<file path="src/rtl/muldiv_sequencer.sv">
`default_nettype none
// ============================================================================
// Module   : muldiv_sequencer
// Brief    : Iterative RV32M multiply/divide unit (shift-add / restoring divide)
//            with its own control FSM; one operand bit per cycle.
// Revision : 1.0 - initial release
// ============================================================================
module muldiv_sequencer #(
    parameter int XLEN = 32
) (
    input  logic            clk,
    input  logic            rst_n,
    input  logic            start,
    input  logic            abort,
    input  logic [2:0]      fun3,
    input  logic [XLEN-1:0] op_a,
    input  logic [XLEN-1:0] op_b,
    output logic            busy,
    output logic            done,
    output logic [XLEN-1:0] result
);
    localparam int CW = $clog2(XLEN);

    localparam logic [2:0] c_st_idle  = 3'd0;
    localparam logic [2:0] c_st_prep  = 3'd1;
    localparam logic [2:0] c_st_calc  = 3'd2;
    localparam logic [2:0] c_st_fixup = 3'd3;
    localparam logic [2:0] c_st_done  = 3'd4;

    localparam logic [CW-1:0]   c_last = CW'(XLEN - 1);
    localparam logic [CW-1:0]   c_one  = CW'(1);
    localparam logic [XLEN-1:0] c_min  = {1'b1, {(XLEN-1){1'b0}}};
    localparam logic [XLEN-1:0] c_ones = '1;

    logic [2:0]        r_state;
    logic [2:0]        w_next_state;
    logic [2:0]        r_fun3;
    logic [XLEN-1:0]   r_a;
    logic [XLEN-1:0]   r_b;
    logic [XLEN-1:0]   r_mag;
    logic              r_neg_a;
    logic              r_neg_b;
    logic [2*XLEN:0]   r_acc;
    logic [CW-1:0]     r_cnt;
    logic [XLEN-1:0]   r_result;

    logic              w_accept;
    logic              w_is_div;
    logic              w_sgn_a;
    logic              w_sgn_b;
    logic              w_neg_a;
    logic              w_neg_b;
    logic [XLEN-1:0]   w_mag_a;
    logic [XLEN-1:0]   w_mag_b;
    logic              w_div0;
    logic              w_ovf;
    logic              w_special;
    logic [XLEN-1:0]   w_spec_val;
    logic [XLEN:0]     w_sum;
    logic [2*XLEN:0]   w_mul_next;
    logic [XLEN+1:0]   w_diff;
    logic              w_borrow;
    logic [2*XLEN:0]   w_div_next;
    logic [2*XLEN-1:0] w_prod;
    logic [XLEN-1:0]   w_quot;
    logic [XLEN-1:0]   w_rem;
    logic [XLEN-1:0]   w_fix;

    assign w_accept = ((r_state == c_st_idle) || (r_state == c_st_done)) && start && !abort;
    assign w_is_div = r_fun3[2];

    // MULHSU treats only rs1 as signed; MUL/MULHU/DIVU/REMU are fully unsigned
    assign w_sgn_a = (r_fun3 == 3'b001) || (r_fun3 == 3'b010) ||
                     (r_fun3 == 3'b100) || (r_fun3 == 3'b110);
    assign w_sgn_b = (r_fun3 == 3'b001) || (r_fun3 == 3'b100) || (r_fun3 == 3'b110);
    assign w_neg_a = w_sgn_a && r_a[XLEN-1];
    assign w_neg_b = w_sgn_b && r_b[XLEN-1];
    assign w_mag_a = w_neg_a ? -r_a : r_a;
    assign w_mag_b = w_neg_b ? -r_b : r_b;

    assign w_div0     = w_is_div && (r_b == '0);
    assign w_ovf      = w_is_div && !r_fun3[0] && (r_a == c_min) && (r_b == c_ones);
    assign w_special  = w_div0 || w_ovf;
    assign w_spec_val = w_div0 ? (r_fun3[1] ? r_a : c_ones)
                               : (r_fun3[1] ? '0  : c_min);

    // Multiply: high half accumulates, low half holds the shrinking multiplier
    assign w_sum      = r_acc[2*XLEN:XLEN] + {1'b0, r_mag};
    assign w_mul_next = {1'b0, (r_acc[0] ? w_sum : r_acc[2*XLEN:XLEN]), r_acc[XLEN-1:1]};

    // Divide: high half is the partial remainder, low half shifts dividend out / quotient in
    assign w_diff     = {1'b0, r_acc[2*XLEN-1:XLEN-1]} - {2'b00, r_mag};
    assign w_borrow   = w_diff[XLEN+1];
    assign w_div_next = {(w_borrow ? r_acc[2*XLEN-1:XLEN-1] : w_diff[XLEN:0]),
                         r_acc[XLEN-2:0], ~w_borrow};

    assign w_prod = (r_neg_a ^ r_neg_b) ? -r_acc[2*XLEN-1:0] : r_acc[2*XLEN-1:0];
    assign w_quot = (r_neg_a ^ r_neg_b) ? -r_acc[XLEN-1:0] : r_acc[XLEN-1:0];
    assign w_rem  = r_neg_a ? -r_acc[2*XLEN-1:XLEN] : r_acc[2*XLEN-1:XLEN];

    always_comb begin
        w_fix = w_quot;
        case (r_fun3)
            3'b000:                 w_fix = w_prod[XLEN-1:0];
            3'b001, 3'b010, 3'b011: w_fix = w_prod[2*XLEN-1:XLEN];
            3'b110, 3'b111:         w_fix = w_rem;
            default:                w_fix = w_quot;
        endcase
    end

    always_ff @(posedge clk) begin
        if (!rst_n) begin
            r_state <= c_st_idle;
        end else begin
            r_state <= w_next_state;
        end
    end

    always_comb begin
        w_next_state = r_state;
        case (r_state)
            c_st_idle:  if (start && !abort) w_next_state = c_st_prep;
            c_st_prep:  begin
                if (abort)          w_next_state = c_st_idle;
                else if (w_special) w_next_state = c_st_done;
                else                w_next_state = c_st_calc;
            end
            c_st_calc:  begin
                if (abort)                 w_next_state = c_st_idle;
                else if (r_cnt == c_last)  w_next_state = c_st_fixup;
            end
            c_st_fixup: w_next_state = abort ? c_st_idle : c_st_done;
            c_st_done:  w_next_state = (start && !abort) ? c_st_prep : c_st_idle;
            default:    w_next_state = c_st_idle;
        endcase
    end

    always_comb begin
        busy = (r_state == c_st_prep) || (r_state == c_st_calc) || (r_state == c_st_fixup);
        done = (r_state == c_st_done);
    end

    always_ff @(posedge clk) begin
        if (!rst_n) begin
            r_fun3   <= '0;
            r_a      <= '0;
            r_b      <= '0;
            r_mag    <= '0;
            r_neg_a  <= 1'b0;
            r_neg_b  <= 1'b0;
            r_acc    <= '0;
            r_cnt    <= '0;
            r_result <= '0;
        end else begin
            case (r_state)
                c_st_idle, c_st_done: begin
                    if (w_accept) begin
                        r_fun3 <= fun3;
                        r_a    <= op_a;
                        r_b    <= op_b;
                    end
                end
                c_st_prep: begin
                    r_neg_a <= w_neg_a;
                    r_neg_b <= w_neg_b;
                    r_mag   <= w_is_div ? w_mag_b : w_mag_a;
                    r_acc   <= {{(XLEN+1){1'b0}}, (w_is_div ? w_mag_a : w_mag_b)};
                    r_cnt   <= '0;
                    if (w_special && !abort) r_result <= w_spec_val;
                end
                c_st_calc: begin
                    r_acc <= w_is_div ? w_div_next : w_mul_next;
                    r_cnt <= r_cnt + c_one;
                end
                c_st_fixup: begin
                    if (!abort) r_result <= w_fix;
                end
                default: ;
            endcase
        end
    end

    assign result = r_result;

endmodule
`default_nettype wire

</file>
<file path="config.mk">
export PLATFORM = sky130hd
export DESIGN_NAME = muldiv_sequencer
export DESIGN_NICKNAME = d
export VERILOG_FILES = /design/src/rtl/muldiv_sequencer.sv
export SDC_FILE = /design/constraint.sdc
export NUM_CORES = 1
export LEC_CHECK = 0
export ABC_CLOCK_PERIOD_IN_PS = 3500
export BUFFER_PORTS_ARGS = -buffer_cell sky130_fd_sc_hd__buf_2
export CAP_MARGIN = 20
export CORE_MARGIN = 2
export CORE_UTILIZATION = 40
export DETAILED_ROUTE_END_ITERATION = 16
export HOLD_SLACK_MARGIN = 0.12
export SETUP_SLACK_MARGIN = 0.1
export SYNTH_ARGS = -nofsm -noshare
export SYNTH_HDL_FRONTEND = slang
export SYNTH_SLANG_ARGS = --single-unit
export TNS_END_PERCENT = 1
</file>
<file path="constraint.sdc">
create_clock -name clk -period 3.5 [get_ports clk]
set_input_delay 0.35 -clock clk [delete_from_list [all_inputs] [get_ports clk]]
set_output_delay 0.35 -clock clk [all_outputs]
set_load 0.05 [all_outputs]
</file>
=== Yosys cells after proc, flatten, opt, wreduce, memory -nomap -nowiden ===
Cells that the tools add are included.

* Word-level logic and storage cells: 96
* Flip-flop bits (word level): 206

* Reductions and logical operators: 32
* Muxes and demuxes: 27
* $add $sub $neg: 8
* Equal/unequal tests: 17
* Bitwise logic cells: 2

{| class="wikitable"
|+ Operator list
! kind !! count
|-
| 32-bit two-way mux || 11
|-
| 65-bit case mux with 2 select lines || 1
|-
| 32-bit negator || 4
|-
| 32-bit case mux with 3 select lines || 1
|-
| 33-bit two-way mux || 2
|-
| 65-bit two-way mux || 1
|-
| 32-bit == test (second input constant) || 2
|-
| 64-bit two-way mux || 1
|-
| 64-bit negator || 1
|-
| 32-bit case mux with 2 select lines || 1
|-
| 33-bit by 32-bit subtractor with 34-bit output || 1
|-
| 33-bit by 32-bit adder with 33-bit output || 1
|-
| 32-bit zero test || 1
|-
| 3-bit two-way mux || 6
|-
| 3-bit case mux with 5 select lines || 1
|-
| 3-bit by 2-bit == test with 1-bit output (second input constant) || 4
|-
| 3-bit == test (second input constant) || 4
|-
| 1-bit logical AND || 10
|-
| 5-bit case mux with 2 select lines || 1
|-
| 1-bit logical OR || 9
|-
| 3-bit by 1-bit == test with 1-bit output (second input constant) || 2
|-
| 3-bit zero test || 2
|-
| 5-bit by 1-bit adder with 5-bit output (second input constant) || 1
|-
| 5-bit == test (second input constant) || 1
|-
| other kinds (12) || 17
|}

=== Longest topological paths before layout ===
Gate-level depths: netlist of run 1.

* Depth after elaboration: 8
* Gate-level depth with buffers: 13

=== Worst setup path before layout of run 1 ===
No wires, ideal clock.

* Path kind: reg2reg
* Start point: register r_mag[16]
* End point: register r_acc[33]
* Arrival: 3092 ps
* Stages on the path, launching flop included: 14
* Setup slack: 291 ps
* Data required time: 3383 ps
* Cells stage by stage: dfxtp_1 > inv_1 > ha_1 > clkbuf_1 > a21oi_1 > nand2_1 > or3_1 > a31oi_1 > o21ai_0 > o21ai_1 > clkbuf_1 > mux2i_1 > a21oi_1 > a22o_1

* Cells in the longest elaborated chain, start to end: 4

{| class="wikitable"
|+ Ends and longest elaborated chain
! element !! line !! text
|-
| start, declared || 40 || <nowiki>logic [XLEN-1:0] r_mag;</nowiki>
|-
| start signal, assigned || 166 || <nowiki>r_mag <= w_is_div ? w_mag_b : w_mag_a;</nowiki>
|-
| 33-bit by 32-bit subtractor with 34-bit output || 92 || <nowiki>assign w_diff = {1'b0, r_acc[2*XLEN-1:XLEN-1]} - {2'b00, r_mag};</nowiki>
|-
| 33-bit two-way mux || 94 || <nowiki>assign w_div_next = {(w_borrow ? r_acc[2*XLEN-1:XLEN-1] : w_diff[XLEN:0]),</nowiki>
|-
| 65-bit two-way mux || 172 || <nowiki>r_acc <= w_is_div ? w_div_next : w_mul_next;</nowiki>
|-
| 65-bit case mux with 2 select lines || 155 || <nowiki>case (r_state)</nowiki>
|-
| end signal, assigned || 167 || <nowiki>r_acc <= {{(XLEN+1){1'b0}}, (w_is_div ? w_mag_a : w_mag_b)};</nowiki>
|-
| end signal, assigned || 172 ||
|-
| end, declared || 43 || <nowiki>logic [2*XLEN:0] r_acc;</nowiki>
|}

Every way passes these cells.
A chain may end at the register's enable or synchronous reset.

=== Final worst setup path of run 1 ===
* Start point: register r_acc[31]
* End point: register r_acc[62]

* Cells in the longest elaborated chain, start to end: 4

{| class="wikitable"
|+ Ends and longest elaborated chain
! element !! line
|-
| 33-bit by 32-bit subtractor with 34-bit output || 92
|-
| 33-bit two-way mux || 94
|-
| 65-bit two-way mux || 172
|-
| 65-bit case mux with 2 select lines || 155
|}

Every way passes these cells.

==> flow_summary.json, run 1 <==
{
  "ant_nets": 0,
  "cts_buffer_depth": 3,
  "drt_wl_total_um": 69320,
  "drtIter0Drc": 1989,
  "startpoint_type": "flip-flop",
  "syn_area_um2": 16830,
  "syn_to_final_growth_pct": 20.14,
  "antenna_found_initial": 1,
  "io_pins": 105,
  "min_period_over_period_pct": 97.43,
  "rows": 75,
  "clkTransAtPathRegs_ps": 60,
  "grt_overflow": 0,
  "diodes": 0,
  "synth-edff-count": 0,
  "setup_viol": 0,
  "period_needed_ps": 3410,
  "core-area_um2": 41760,
  "num-nets-final": 2675,
  "synth_area_leaders": "dfxtp_1, a21oi_1, nand2_1",
  "fin_ws_ps": 89.98,
  "placed_cell_area_um2": 18580,
  "final_cell_area_um2": 20210,
  "ys_warn_count": 0,
  "arrival_ps": 3860,
  "grt_max_degree": 122,
  "yosysTopAreaCell": "dfxtp_1",
  "drc": 0,
  "final_cells": 3088,
  "portBuffers": 104,
  "clock-sinks": 206,
  "cts_tree": "built",
  "holdWs_ps": 205.0,
  "grt_pass1_wl_um": 105100,
  "grtUsageTotal_pct": 30.83,
  "yosysSeqAreaShare_pct": 24.51,
  "p_per_area_nw_per_um2": 340.2,
  "ys_types": 86,
  "die_h_um": 209.1,
  "synth_nets": 2501,
  "post-place-ws_ps": -183.8,
  "n_fill_cell": 4172,
  "dieWidth_um": 209.1,
  "cp.required_ps": 3950,
  "dr.pass1.iters": 6,
  "worst-path-max-fanout": 5,
  "placedCellCount": 2972,
  "grt_pass1_vias": 17680,
  "finalHoldViolCount": 0,
  "power_mw": 6.878,
  "hpwl_um": 52970,
  "ys_ff_latch": 206,
  "die-area_um2": 43720,
  "initial_utilization_pct": 40.29,
  "yosysTopAreaCellShare_pct": 24.51,
  "status": "finished, final reports clean",
  "gp_congestion": 1.009,
  "routed_via_density": 6.064,
  "async_flop_share_pct": 0,
  "num_vias": 18730,
  "cts-buffers-inserted": 26,
  "slew_violations": 0,
  "drive_gt1_share_pct": 13.93,
  "fmax_mhz": 293.3,
  "drv_cap": 0,
  "crit_path_end_kind": "flip-flop",
  "ir_drop_mv": 0.3577,
  "insertion_delay_ps": 580,
  "hold_class": "in -> reg",
  "htreeDepth": 1,
  "max_slew_margin_pct": 28.26,
  "worst_clock_skew_ps": 18.53,
  "syn_area_per_cell_um2": 7.139,
  "rsz0062_at_grt": "yes",
  "power_leakage_nw": 8.171,
  "wl_per_cell_um": 22.45,
  "syn_inst": 2357,
  "worst_pin_slew_ps": 1072,
  "synthFlopType": "dfxtp_1",
  "cts-root-buf": "clkbuf_16",
  "critical_path_class": "reg -> reg"
}
-- sequential cells by signal (all words and copies together) (netlist names), 3 cells and up --
register and count:
r_acc 65, r_fun3 3, result 32, r_a 32, r_state 3, r_mag 32, r_cnt 5, r_b 32
-- critical path, stage by stage (launching register included) --
cell and delay (ps):
dfxtp_1 390, inv_2 130, ha_1 190, inv_1 60, fa_1 400, a21o_1 220, a31o_2 260, a21o_1 260
nand4_1 160, a211oi_1 90, o21bai_1 160, or4b_2 650, a21oi_1 200, o31ai_1 100
-- cells in the final DEF (no fill, tap or decap), types with 26 or more instances in the layout --
cell	n
nand2_1	360
a21oi_1	277
dfxtp_1	204
nor2_1	192
o21ai_0	160
buf_4	151
buf_2	104
xnor2_1	99
xor2_1	87
mux2i_1	72
ha_1	71
dlygate4sd3_1	68
inv_1	64
nor3_1	44
o211ai_1	40
nand3_1	39
a21o_1	31
clkbuf_16	26
-- synthesized netlist by cell type, drive strengths merged (14+ instances only) --
cell	n
nand2b	21
a211oi	25
xor2	88
xnor2	100
a221oi	18
a21oi	277
or3	22
a31oi	22
a21o	31
mux2i	72
clkbuf	158
nor4	20
ha	71
nand4	23
nand2	361
o211ai	40
o221ai	24
o21ai	165
or4	18
o31ai	25
nor3	47
buf	22
inv	67
nand3	40
or2	14
dfxtp	206
nor2	198
-- stage by stage --
stage	setup TNS (ps)	utilization, %
after detailed placement	-362.2	44.49
after CTS	0	48.38
after floorplan	0	-
after global routing	0	48.41
after global placement	-245.7	44.49
final	0	48.41
-- final timing paths --
kind                            depth (start not counted)                     end                   start  slack (ps)
worst max-delay path                                   13  r_acc[62]$_SDFFE_PN0P_  r_acc[31]$_SDFFE_PN0P_          90
worst min-delay path                                    2   r_cnt[3]$_SDFFE_PN0P_                   rst_n         210
worst max register to register                         13  r_acc[62]$_SDFFE_PN0P_  r_acc[31]$_SDFFE_PN0P_          90
worst min register to register                          2  result[5]$_SDFFE_PN0P_  result[5]$_SDFFE_PN0P_         430
-- layout make-up --
class	instances	area [µm²]	area share, %
flip-flops and latches	206	4129	20.43
multi-input cells	1903	11850	58.64
repair buffers	326	2395	11.85
well taps	539	674.4	3.336
clock buffers	36	748.2	3.701
clock inverters	10	156.4	0.7737
inverters	68	257.7	1.275
-- layer usage --
layer | GRT usage [%] | routed length [µm]
met5 | 0.1112 | 0
met4 | 13.40 | 3203
met3 | 6.372 | 5852
met2 | 50.03 | 31410
met1 | 39.58 | 28860
-- power breakdown --
part	internal, mW	switching [mW]	total, mW
logic	0.583	0.937	1.52
registers	2.40	0.0827	2.48
clock network	1.72	1.16	2.88
total	4.70	2.18	6.88
-- what timing repair did --
action                                  4_1_cts  5_1_grt
endpoints found under the hold margin        68        0
endpoints found under the setup margin       22       35
gates resized for setup                       6        4
hold buffers                                 68        0
pin swaps                                     2        0
setup buffers                                 2        0
-- logic make-up after synthesis --
family / share of synthesized area [%]
AOI/OAI and AO/OA: 27.68
adders and majority gates: 5.518
and+or+nand+nor: 22.32
muxes: 4.618
DFF: 24.51
xor gates and xnor gates: 9.786
buffers and inverters: 5.577
Power figures use the tool's default switching activity.
==> inputs of run 2 (changes only) <==
Settings changed: BUFFER_PORTS_ARGS -buffer_cell sky130_fd_sc_hd__buf_2 to -buffer_cell sky130_fd_sc_hd__buf_4, CORE_UTILIZATION 40 to 60, PLACE_DENSITY set to 0.79.
==> run 2 against run 1 <==
Utilization grew 24 points; flip-flop and latch count unchanged; die area fell by 33%; final area shrank 0.37%; clock power shrank 12%; count of clock-buffer cells in the layout stayed put; non-clock buffer count shrank 5; fmax increased by 1.6%; sequential power about the same; register-to-register slack gained 60 ps; critical path type unchanged; largest cell class unchanged.
==> flow_summary.json, run 2 (synthesis gave the netlist of run 1 again) <==
{
  "cts-root-buf": "clkbuf_16",
  "r2r-end": "r_acc[63]$_SDFFE_PN0P_",
  "min_period_over_period_pct": 95.86,
  "endpoint": "r_acc[63]$_SDFFE_PN0P_",
  "dr.pass1.iters": 10,
  "drt_wl_total_um": 68460,
  "cts-buffers-inserted": 25,
  "htreeDepth": 1,
  "syn_to_final_growth_pct": 19.70,
  "arrival_ps": 3780,
  "num_vias": 19430,
  "cp-startpoint": "r_mag[24]$_SDFFE_PN0P_",
  "slew_violations": 0,
  "gp_congestion": 1.073,
  "cp_slowest_cell": "or4_1",
  "largest_reg_flops": 65,
  "io_pins": 105,
  "core-area_um2": 27710,
  "layout_common_cells": "nand2_1, a21oi_1, buf_4",
  "holdWs_ps": 158.2,
  "cts_tree": "built",
  "path_cells": "inv_1 -> ha_1 -> nand2_1 -> or4_1 -> o21ai_1 -> o21ai_4 -> buf_4 -> nand2b_1 -> o221ai_1 -> nand2_1",
  "cp.required_ps": 3930,
  "ant_nets": 0,
  "layout_commonest_cell": "nand2_1",
  "cts_buffer_depth": 3,
  "rows": 61,
  "max_slew_margin_pct": 35.64,
  "num-nets-final": 2670,
  "die_h_um": 171.5,
  "worst_clock_skew_ps": 22.93,
  "placedCellCount": 2806,
  "status": "finished, final reports clean",
  "drv_cap": 0,
  "hold_class": "in -> reg",
  "initial_utilization_pct": 60.73,
  "setup_viol": 0,
  "rrSetupSlack_ps": 150,
  "dieWidth_um": 171.5,
  "grt_max_degree": 123,
  "grt_overflow": 0,
  "max_stage_delay_ps": 510,
  "drive_gt1_share_pct": 13.89,
  "fmax_mhz": 298.1,
  "rsz0062_at_grt": "yes",
  "power_mw": 6.541,
  "worst_pin_slew_ps": 963.4,
  "crit_path_end_kind": "flip-flop",
  "finalHoldViolCount": 0,
  "worst-path-max-fanout": 6,
  "hpwl_um": 50220,
  "grt_pass1_wl_um": 103900,
  "clkTransAtPathRegs_ps": 60,
  "p_per_area_nw_per_um2": 324.8,
  "grtUsageTotal_pct": 45.93,
  "routed_via_density": 6.653,
  "drtIter0Drc": 3014,
  "path_depth": 10,
  "final_cells": 2921,
  "path_common_cell": "nand2_1",
  "portBuffers": 104,
  "wl_per_cell_um": 23.44,
  "largest-register": "r_acc",
  "drc": 0,
  "cp_top_family": "simple AND/OR/NAND/NOR gates",
  "insertion_delay_ps": 550,
  "ir_drop_mv": 0.3768,
  "critical_path_class": "reg -> reg",
  "die-area_um2": 29400,
  "power_leakage_nw": 8.141,
  "fin_tns_setup_ps": 0,
  "worstReg2RegStart": "r_mag[24]$_SDFFE_PN0P_",
  "clock-sinks": 206,
  "path_buf_inv": 2,
  "period_needed_ps": 3355,
  "grt_pass1_vias": 18230,
  "antenna_found_initial": 1,
  "startpoint_type": "flip-flop",
  "worst-r2r-cell-count": 10
}
[run 2: cell types whose count changed in the layout (fill, tap and decap cells not counted), sizes merged]
cell,change
buf,-4
inv,-1
clkinv,-2
diode,+2
dlygate4sd3,-1
clkinvlp,+1
o21ai,+1
bufinv,-2
[run 2: worst min path at each step]
stage / from / end / slack [ps] / cells after the start
floorplan: r_mag[10]$_SDFFE_PN0P_ / r_mag[10]$_SDFFE_PN0P_ / 450 / 2
global placement: result[5]$_SDFFE_PN0P_ / result[5]$_SDFFE_PN0P_ / 430 / 2
detailed placement: result[5]$_SDFFE_PN0P_ / result[5]$_SDFFE_PN0P_ / 440 / 2
CTS: start / r_state[0]$_SDFFE_PN0P_ / 160 / 3
global route: start / r_state[0]$_SDFFE_PN0P_ / 180 / 3
finish: start / r_state[0]$_SDFFE_PN0P_ / 160 / 3
[run 2: per-stage QoR]
| stage | setup WS [ps] | cell area (µm²) | util [%] |
|---|---|---|---|
| 6_report | 145.0 | 20140 | 72.70 |
| 5_1_grt | 36.97 | 20140 | 72.68 |
| 4_1_cts | 119.4 | 20020 | 72.25 |
| 3_5_place_dp | 136.4 | 18590 | 67.09 |
| 3_3_place_gp | 128.3 | 18590 | 67.09 |
| 2_1_floorplan | 291.3 | 16830 | - |
[run 2: report_power, final]
group	total (mW)	internal [mW]	switching [mW]
clock network	2.53	1.45	1.09
logic	1.52	0.588	0.937
registers	2.48	2.40	0.0864
[run 2: worst reg2reg max path: stages (launching register included)]
cell,delay [ps]
dfxtp_1,500
inv_1,250
ha_1,480
nand2_1,130
or4_1,510
o21ai_1,400
o21ai_4,160
buf_4,180
nand2b_1,270
o221ai_1,280
nand2_1,80
[run 2: layout make-up]
type	instances	area [µm²]
multi-input cells	1904	11910
fillers	2241	7565
flip-flops and latches	206	4129
repair buffers	321	2603
clock buffers	36	696.9
well taps	378	473.0
inverters	68	256.5
clock inverters	6	63.81
diodes	2	5.005
[run 2: what timing repair did]
| item | CTS | global route |
|---|---|---|
| setup buffers | 0 | 3 |
| endpoints found under the setup margin | 0 | 39 |
| hold buffers | 67 | 0 |
| resized for setup | 0 | 19 |
| hold endpoints to repair | 67 | 0 |
[run 2: routing by layer]
| layer | part of all wire, % | track usage (%) | routed length [µm] |
|---|---|---|---|
| met1 | 37 | 57.14 | 25440 |
| met2 | 43 | 70.12 | 29310 |
| met3 | 12 | 12.33 | 8409 |
| met4 | 7.7 | 29.51 | 5305 |
| met5 | 0 | 0 | 0 |
